===== src/rtl/pbit_pkg.sv =====
// Shared definitions for the p-bit sampler: default widths, the tanh full-scale
// constant and the elaboration-time tanh table generator.
package pbit_pkg;

  localparam int IN_W_DEF       = 8;
  localparam int FRAC_DEF       = 4;
  localparam int RNG_W_DEF      = 8;
  localparam int CNT_W_DEF      = 16;
  localparam int FULL_SCALE_DEF = (1 << (RNG_W_DEF - 1)) - 1;

  // Largest positive value of a signed word of the given width.
  function automatic int full_scale(input int rng_w);
    return (1 << (rng_w - 1)) - 1;
  endfunction

  // exp(-t) for t >= 0: halve the argument until it is small, evaluate a
  // Taylor series, then square back up. Only used at elaboration time.
  function automatic real exp_neg(input real t);
    real y;
    real term;
    real sum;
    int  k;
    y = t;
    k = 0;
    while (y > 0.5) begin
      y = y / 2.0;
      k = k + 1;
    end
    sum  = 1.0;
    term = 1.0;
    for (int n = 1; n <= 20; n++) begin
      term = -term * y / real'(n);
      sum  = sum + term;
    end
    for (int i = 0; i < k; i++) begin
      sum = sum * sum;
    end
    return sum;
  endfunction

  // Table entry for a signed field code: round_half_away(FS * tanh(code / 2^frac)).
  // Evaluated on the magnitude so the table is exactly odd-symmetric.
  function automatic int tanh_entry(input int code, input int frac, input int rng_w);
    int  mag;
    int  fs;
    int  m;
    real xr;
    real e;
    real th;
    mag = (code < 0) ? -code : code;
    fs  = full_scale(rng_w);
    xr  = real'(mag);
    for (int i = 0; i < frac; i++) begin
      xr = xr / 2.0;
    end
    e  = exp_neg(2.0 * xr);
    th = (1.0 - e) / (1.0 + e);
    // real-to-int conversion rounds to nearest with ties away from zero
    m  = int'(th * real'(fs));
    if (m > fs) m = fs;
    return (code < 0) ? -m : m;
  endfunction

endpackage


===== src/rtl/pbit_tanh_lut.sv =====
// Registered tanh ROM forming the second pipeline stage. The address is the
// saturated field code (two's complement bits); the table is filled at
// elaboration from pbit_pkg::tanh_entry. The read register advances with en.
module pbit_tanh_lut
  import pbit_pkg::*;
#(
  parameter int IN_W  = IN_W_DEF,
  parameter int FRAC  = FRAC_DEF,
  parameter int RNG_W = RNG_W_DEF
) (
  input  logic             clk,
  input  logic             en,
  input  logic [IN_W-1:0]  addr,
  output logic [RNG_W-1:0] th
);

  localparam int DEPTH = 1 << IN_W;

  logic [RNG_W-1:0] rom [DEPTH];

  // One constant per address; the upper half of the address space holds the
  // negative field codes.
  for (genvar a = 0; a < DEPTH; a++) begin : g_rom
    localparam int CODE = (a >= (DEPTH / 2)) ? (a - DEPTH) : a;
    localparam int TH   = tanh_entry(CODE, FRAC, RNG_W);
    assign rom[a] = RNG_W'(TH);
  end

  // Synchronous read, held while the pipeline is stalled.
  always_ff @(posedge clk) begin
    if (en) th <= rom[addr];
  end

endmodule


===== src/rtl/pbit_sampler.sv =====
// Stochastic p-bit: spin = sgn(tanh(I) - r) through a 3-stage pipeline
// (saturate, tanh LUT, compare), with an optional window accumulator counting
// +1 spins. Define PBIT_STATS_EN to build the accumulator; without it
// ones_count and window_done are tied to zero and window_len is ignored.
//
// Handshake: a beat moves on the input when in_valid & in_ready and on the
// output when out_valid & out_ready. Every stage moves together on
// adv = !v3 | out_ready, in_ready = adv, out_valid = v3; bubbles are never
// collapsed, so latency is exactly 3 clocks and throughput is one per clock.
module pbit_sampler
  import pbit_pkg::*;
#(
  parameter int IN_W  = IN_W_DEF,
  parameter int FRAC  = FRAC_DEF,
  parameter int RNG_W = RNG_W_DEF,
  parameter int CNT_W = CNT_W_DEF
) (
  input  logic             clk,
  input  logic             rst_n,
  input  logic             in_valid,
  output logic             in_ready,
  input  logic [IN_W-1:0]  field_in,
  input  logic [RNG_W-1:0] rng_in,
  output logic             out_valid,
  input  logic             out_ready,
  output logic             spin_out,
  input  logic [CNT_W-1:0] window_len,
  output logic [CNT_W-1:0] ones_count,
  output logic             window_done
);

  localparam logic [IN_W-1:0] MOST_NEG  = {1'b1, {(IN_W-1){1'b0}}};
  localparam logic [IN_W-1:0] NEG_LIMIT = {1'b1, {(IN_W-2){1'b0}}, 1'b1};

  logic             adv;
  logic             v1, v2, v3;
  logic [IN_W-1:0]  x_sat;
  logic [IN_W-1:0]  x1;
  logic [RNG_W-1:0] r1, r2;
  logic [RNG_W-1:0] th2;
  logic             spin;

  assign adv       = !v3 || out_ready;
  assign in_ready  = adv;
  assign out_valid = v3;
  assign spin_out  = spin;

  // Fold the most negative code onto its mirror so the range is symmetric.
  always_comb begin
    x_sat = field_in;
    if (field_in == MOST_NEG) x_sat = NEG_LIMIT;
  end

  // Stage valids advance together; a reset drops every in-flight sample.
  always_ff @(posedge clk) begin
    if (!rst_n) begin
      v1 <= 1'b0;
      v2 <= 1'b0;
      v3 <= 1'b0;
    end else if (adv) begin
      v1 <= in_valid;
      v2 <= v1;
      v3 <= v2;
    end
  end

  // S1 data: saturated field with its random word; no reset needed.
  always_ff @(posedge clk) begin
    if (adv) begin
      x1 <= x_sat;
      r1 <= rng_in;
    end
  end

  // S2: the LUT register holds th; the random word rides alongside it.
  pbit_tanh_lut #(
    .IN_W  (IN_W),
    .FRAC  (FRAC),
    .RNG_W (RNG_W)
  ) u_lut (
    .clk  (clk),
    .en   (adv),
    .addr (x1),
    .th   (th2)
  );

  // Random word aligned with the LUT output.
  always_ff @(posedge clk) begin
    if (adv) r2 <= r1;
  end

  // S3: signed compare; a tie yields -1. The spin only changes when a real
  // sample moves in, so it holds through stalls and bubbles.
  always_ff @(posedge clk) begin
    if (!rst_n) begin
      spin <= 1'b0;
    end else if (adv && v2) begin
      spin <= ($signed(th2) > $signed(r2));
    end
  end

`ifdef PBIT_STATS_EN
  logic             xfer;
  logic [CNT_W-1:0] cnt;
  logic [CNT_W-1:0] ones;
  logic [CNT_W-1:0] len_q;
  logic [CNT_W-1:0] cur_len;
  logic [CNT_W-1:0] cnt_inc;
  logic [CNT_W-1:0] ones_inc;

  assign xfer = v3 && out_ready;

  // Window length is taken from the port only at the start of a window;
  // a zero length behaves as one.
  always_comb begin
    cur_len  = len_q;
    if (cnt == '0) begin
      cur_len = (window_len == '0) ? CNT_W'(1) : window_len;
    end
    cnt_inc  = cnt + CNT_W'(1);
    ones_inc = ones + CNT_W'(spin);
  end

  // Count transfers and +1 spins; publish and clear at the window boundary.
  always_ff @(posedge clk) begin
    if (!rst_n) begin
      cnt         <= '0;
      ones        <= '0;
      len_q       <= '0;
      ones_count  <= '0;
      window_done <= 1'b0;
    end else begin
      window_done <= 1'b0;
      if (xfer) begin
        if (cnt_inc == cur_len) begin
          ones_count  <= ones_inc;
          window_done <= 1'b1;
          cnt         <= '0;
          ones        <= '0;
        end else begin
          cnt   <= cnt_inc;
          ones  <= ones_inc;
          len_q <= cur_len;
        end
      end
    end
  end
`else
  logic unused_window_len;

  assign unused_window_len = ^window_len;
  assign ones_count        = '0;
  assign window_done       = 1'b0;
`endif

endmodule


===== config.mk =====
export PLATFORM = sky130hd
export DESIGN_NAME = pbit_sampler
export DESIGN_NICKNAME = d
export VERILOG_FILES = /design/src/rtl/pbit_pkg.sv /design/src/rtl/pbit_tanh_lut.sv /design/src/rtl/pbit_sampler.sv
export SDC_FILE = /design/constraint.sdc
export NUM_CORES = 1
export LEC_CHECK = 0
export ABC_AREA = 1
export BUFFER_PORTS_ARGS = -buffer_cell sky130_fd_sc_hd__buf_4
export CORE_MARGIN = 3
export CORE_UTILIZATION = 41
export CTS_CLUSTER_DIAMETER = 200
export DETAILED_ROUTE_END_ITERATION = 6
export GPL_TIMING_DRIVEN = 0
export PLACE_DENSITY = 0.68
export SLEW_MARGIN = 20
export SYNTH_ARGS = -nofsm -noshare
export SYNTH_HDL_FRONTEND = slang
export SYNTH_HIERARCHICAL = 1
export SYNTH_SLANG_ARGS = --single-unit

===== constraint.sdc =====
create_clock -name clk -period 4.6 [get_ports clk]
set_clock_uncertainty 0.1 [all_clocks]
set_input_delay 0.69 -clock clk [delete_from_list [all_inputs] [get_ports clk]]
set_output_delay 0.69 -clock clk [all_outputs]
set_load 0.05 [all_outputs]

==> out/results.ini, run 1 <==
[cells_and_area]
nNetsFinal=399
drive_gt1_share_pct=21.2
seqCellArea_um2=1040
insertedDiodeCount=0
fin_cells=416
syn_to_final_growth_pct=17.4
multiInputGateArea_um2=1100
n_fill_cell=560

[routing]
drc=0
viasPerCell=4.80
routed_wl_mm=5.17
wire_per_inst_um=12.4
first_iter_violations=139
via_count=1996
drt_first_pass_iters=4
antenna_left=0

[power]
ir_worst_vdd_mv=0.178
power_uw=886
powerDensity_nw_per_um2=308
p_sw_share_pct=29.7
power_leakage_nw=1.41
clockPowerShare_pct=30.4
p_int_uw=623
comb_power_share_pct=24.5
seq_power_share_pct=45.1
p_sw_uw=263

[sta]
setup_viol=0
worst_slack_ns=2.33
final_hold_viol_count=0
period_needed_ns=2.27
setup_tns_ns=0
max_freq_ghz=0.441
finalCritPeriodShare_pct=49.3
timing.hold.ws_ns=0.326
rsz0062_at_grt=false
slew_viol_final=0

[place]
placed_cells=408
gp_congestion=0.940
numPortBuffers=22
dp_hpwl_mm=3.93
preCtsSetupSlack_ns=2.32

[global_route]
grt_pass1_vias=1945
grt_usage_pct=16.1
grt_use_met1_pct=20.2
grt_busiest_layer=met2
grt_max_degree=38
antenna_found_initial=0
grtUsageMet3_pct=4.17
gr-total-overflow=0
grt.met2_usage_pct=26.7
grt_pass1_wl_mm=9.03

[floorplanning]
rows=27
die_h_um=83.3
die_x_um=83.3
initial_core_util_pct=43.4
core_um2=5640
ioPinCount=56
dieArea_um2=6930

[flow_run]
maxCapViolCount=0

[setup_path]
crit_path_frequent_cell=buf_4
crit_path_start_kind=input pin
worstReg2RegStart=x1[1]$_SDFFCE_PN0N_
arrival_ns=1.48
path_cells=buf_4 -> or2_1 -> buf_6 -> buf_4
regToRegSetupSlack_ns=2.47
crit_path_end_kind=output port
r2r_end=u_lut/th[2]$_DFFE_PP_
slowest_stage=or2_1
critPathMaxStageDelay_ns=0.23
r2r_cells=10
required_ns=3.81
path_class=input pin to output port
critPathMaxFanout=37

[synth]
synth_cells=298
synth.most_common_cell=nand2_1
synth_ff_type=edfxtp_1
yosysSeqAreaShare_pct=42.5
ys_warn_count=6
syn_area_um2=2450
ys_top_cells_by_count=78 x nand2_1, 32 x edfxtp_1, 30 x inv_1, 30 x nand3_1, 20 x ha_1
async_flop_share_pct=0
synth_seq_cells=36
syn_avg_cell_area_um2=8.21
synth_area_leaders=edfxtp_1 39%, nand2_1 12%, ha_1 10%, nand3_1 6.1%, buf_4 5.5%
synth_edf_count=32
synth_top_cell_by_area=edfxtp_1
synth_cell_type_count=28
synth.top_cell.area_share_pct=39.3

[clock_tree]
cts_resized=0
cts_tree=done
ctsHoldBuffers=0
clock_latency_ns=0.29
htreeDepth=2
clkSlewWorstSetupHoldPaths_ns=0.07
cts_setup_buffers=0
clockRootBuffer=clkbuf_8
cts.sinks=36
clock_path_buffers=2
cts_inserted_buffers=5

[min_path]
whs_endpoint=r2[2]$_DFFE_PN_
hold_class=flip-flop to flip-flop
hold_depth=0
min_from=r1[2]$_DFFE_PN_

[outcome]
status=finished, final reports clean

-- through the flow --
| stage | util [%] | cell area (um^2) |
|---|---|---|
| after floorplan | - | 2510 |
| after global placement | 49.0 | 2760 |
| after detailed placement | 49.0 | 2760 |
| after CTS | 50.9 | 2870 |
| after global routing | 50.9 | 2870 |
| final | 50.9 | 2870 |
-- cell type report --
| type | count | area share, % |
|---|---|---|
| well taps | 72 | 3.13 |
| inverters | 35 | 4.70 |
| multi-input cells | 211 | 38.4 |
| repair buffers | 22 | 5.75 |
| plain buffers | 32 | 7.92 |
| clock buffers | 5 | 2.39 |
| flip-flops and latches | 36 | 36.2 |
| clock inverters | 3 | 1.48 |
-- state kept, by name, indices dropped and copies added, names as in the netlist --
name and cells:
r1 8, r2 8, u_lut/th 8, x1 8, out_valid 1, spin_out 1, v1 1, v2 1
-- critical path: cells and delay by family --
family                 cells  cell delay [ns]
buffers and inverters      3             0.55
and+or+nand+nor            1             0.23
-- cells in the final DEF (no fill, tap or decap), types with 13 or more instances in the layout --
cell and instances:
edfxtp_1 32, nand3_1 30, a21oi_1 13, buf_4 40, nor2_1 19, ha_1 20, conb_1 17, inv_1 30
nand2_1 78
-- logic make-up (layout without fill, tap and decap cells) --
kind of cell    count (synthesis)  in the layout  synth area share [%]
flops                          36             36                  42.5
buf+inv                        67             97                  14.8
other cells                     1             17                 0.153
compound gates                 29             29                  6.65
simple gates                  145            145                  25.6
fa+ha+maj                      20             20                  10.2
-- power groups by stage --
stage          Combinational (mW)  Sequential (mW)  Clock (mW)
6_report                    0.217            0.400       0.269
2_1_floorplan               0.162            0.406           0
4_1_cts                     0.216            0.400       0.279
5_1_grt                     0.244            0.403       0.296
3_3_place_gp                0.214            0.406           0
3_5_place_dp                0.214            0.407           0
-- routing by layer --
layer  vias up  wire (um)  share of wire (%)
met5         -          0                  0
met4         0        126                2.4
met3        12        335                6.5
met2        78       2470                 48
met1       882       2240                 43
li1       1024          -                  -
-- how the worst max path moves through the flow --
stage                         start        to  slack [ns]
after floorplan           out_ready  in_ready        2.68
after global placement    out_ready  in_ready        2.34
after detailed placement  out_ready  in_ready        2.32
after CTS                 out_ready  in_ready        2.33
after global routing      out_ready  in_ready        2.30
final                     out_ready  in_ready        2.33
(Power assumes the default switching activity.)
==> run 2: changes to the inputs <==
- PLACE_DENSITY: 0.68 -> 0.71
- clock period: 4.6 -> 2 ns (I/O delays scaled with it)
==> run 2 against run 1 <==
Compared with the run above:
- sequential cell count did not move
- critical path depth up 6
- cell count up 0.96%
- utilization barely moved
- non-clock buffer count increased by 4
- largest cell class unchanged
- highest routed layer unchanged
- sequential power increased by 130%
==> out/results.ini, run 2 (same netlist as run 1, synthesis figures left out) <==
[outcome]
status=finished, final reports clean  ; unchanged

[clock_tree]
cts.sinks=36  ; unchanged
cts_tree=done  ; unchanged
cts_inserted_buffers=5  ; unchanged
clkSlewWorstSetupHoldPaths_ns=0.07  ; about the same
htreeDepth=2  ; unchanged
clock_latency_ns=0.28  ; was 0.29 ns
clock_path_buffers=2  ; unchanged
ctsHoldBuffers=0  ; unchanged
clockRootBuffer=clkbuf_8  ; unchanged

[sta]
rsz0062_at_grt=false  ; unchanged
finalCritPeriodShare_pct=93.5
worst_slack_ns=0.129  ; was 2.33 ns
setup_viol=0  ; unchanged
slew_viol_final=0  ; unchanged
final_hold_viol_count=0  ; unchanged
period_needed_ns=1.87
max_freq_ghz=0.535

[floorplanning]
rows=27  ; unchanged
die_h_um=83.3  ; unchanged
ioPinCount=56  ; unchanged
core_um2=5640  ; unchanged
dieArea_um2=6930  ; unchanged
initial_core_util_pct=43.4  ; unchanged
die_x_um=83.3  ; unchanged

[routing]
viasPerCell=4.74  ; was 4.80
drc=0  ; unchanged
wire_per_inst_um=11.9  ; was 12.4 um
drt_first_pass_iters=4  ; unchanged
antenna_left=0  ; unchanged
routed_wl_mm=4.98  ; was 5.17 mm
first_iter_violations=142  ; was 139
via_count=1989  ; was 1,996

[setup_path]
arrival_ns=1.81  ; was 1.48 ns
cp-endpoint=u_lut/th[1]$_DFFE_PP_  ; was in_ready
critPathMaxFanout=10  ; was 37
r2r_end=u_lut/th[1]$_DFFE_PP_  ; was u_lut/th[2]$_DFFE_PP_
setup.worst_path.start=x1[2]$_SDFFCE_PN0N_  ; was out_ready
worstReg2RegStart=x1[2]$_SDFFCE_PN0N_  ; was x1[1]$_SDFFCE_PN0N_
crit_path_start_kind=flip-flop  ; was input pin
crit_path_end_kind=flip-flop  ; was output port
r2r_cells=10  ; unchanged
required_ns=1.93  ; was 3.81 ns
path_class=flip-flop to flip-flop  ; was input pin to output port
regToRegSetupSlack_ns=0.13  ; was 2.47 ns

[global_route]
antenna_found_initial=0  ; unchanged
grt_max_degree=38  ; unchanged
grt_pass1_wl_mm=8.73  ; was 9.03 mm
grt_pass1_vias=1985  ; was 1,945
grt_usage_pct=15.5  ; was 16.1%
gr-total-overflow=0  ; unchanged

[cells_and_area]
mostFrequentLayoutCells=78 x nand2_1, 44 x buf_4, 32 x edfxtp_1  ; was 78 x nand2_1, 40 x buf_4, 32 x edfxtp_1
insertedDiodeCount=0  ; unchanged
final_common_cell=nand2_1  ; unchanged
drive_gt1_share_pct=22.1  ; was 21.2%
nNetsFinal=403  ; was 399
n_fill_cell=548  ; was 560
syn_to_final_growth_pct=17.5  ; was 17.4%
fin_cells=420  ; was 416

[place]
placed_cells=408  ; unchanged
gp_congestion=0.919  ; was 0.940
preCtsSetupSlack_ns=-0.0922  ; was 2.32 ns
dp_hpwl_mm=3.75  ; was 3.93 mm
numPortBuffers=22  ; unchanged

[power]
power_leakage_nw=1.42  ; was 1.41 nW
ir_worst_vdd_mv=0.454  ; was 0.178 mV
powerDensity_nw_per_um2=661  ; was 308 nW/um^2

[flow_run]
maxCapViolCount=0  ; unchanged

[min_path]
hold_class=input pin to flip-flop  ; was flip-flop to flip-flop

[run 2: cell types whose count changed in the layout (fill, tap and decap cells not counted)]
cell	change
inv_1	-1
buf_4	+4
clkinv_2	+1
clkinvlp_4	-1
clkinv_1	+1
bufinv_16	-1
inv_2	+1
[run 2: layout make-up]
class | instances | area [um^2] | share of cell area, %
multi-input cells | 211 | 1100 | 38.4
flip-flops and latches | 36 | 1040 | 36.2
plain buffers | 32 | 228 | 7.92
repair buffers | 26 | 195 | 6.79
inverters | 35 | 135 | 4.70
well taps | 72 | 90.1 | 3.13
clock buffers | 5 | 68.8 | 2.39
clock inverters | 3 | 13.8 | 0.479
[run 2: worst min path at each step]
stage                         start  cells after the start  slack, ns              end
detailed placement  r1[3]$_DFFE_PN_                      0       0.31  r2[3]$_DFFE_PN_
global route              rng_in[4]                      1       0.08  r1[4]$_DFFE_PN_
floorplan                 rng_in[0]                      0       0.30  r1[0]$_DFFE_PN_
CTS                       rng_in[4]                      1       0.08  r1[4]$_DFFE_PN_
finish                    rng_in[5]                      1       0.09  r1[5]$_DFFE_PN_
global placement    r1[4]$_DFFE_PN_                      0       0.30  r2[4]$_DFFE_PN_
[run 2: critical path, stage by stage (launching register included)]
cell and delay, ns:
edfxtp_1 0.43, buf_6 0.18, inv_4 0.11, ha_1 0.19
inv_1 0.06, a21oi_1 0.16, nor2_1 0.10, nor2_1 0.09
nand3_1 0.08, nand2_1 0.06, nand2_1 0.05
[run 2: what timing repair did]
action,in CTS,in global routing
gates resized for setup,0,1
setup buffers,1,3
pin swaps,0,0
gates cloned,0,0
setup endpoints to repair,5,4
[run 2: per-layer routing]
metal	global-route usage, %	up-vias	part of all wire [%]
met5	0	-	0
met2	25.1	88	46
li1	-	1036	-
met4	4.90	0	2.1
met1	20.3	857	43
met3	3.67	8	8.8
[run 2: power breakdown]
part | total [mW] | internal, mW | switching [mW]
sequential | 0.913 | 0.886 | 0.0271
clock | 0.478 | 0.236 | 0.242
combinational | 0.508 | 0.184 | 0.324
[run 2: per-stage QoR]
| step | utilization (%) | TNS [ns] | hold slack, ns | cell area (um^2) | power [mW] |
|---|---|---|---|---|---|
| CTS | 50.6 | 0 | 0.0822 | 2850 | 1.91 |
| global route | 51.0 | 0 | 0.0783 | 2880 | 2.03 |
| global placement | 49.0 | -0.255 | 0.301 | 2760 | 1.42 |
| floorplan | - | 0 | 0.299 | 2510 | 1.31 |
| finish | 51.0 | 0 | 0.0885 | 2880 | 1.90 |
| detailed placement | 49.0 | -0.277 | 0.306 | 2760 | 1.43 |
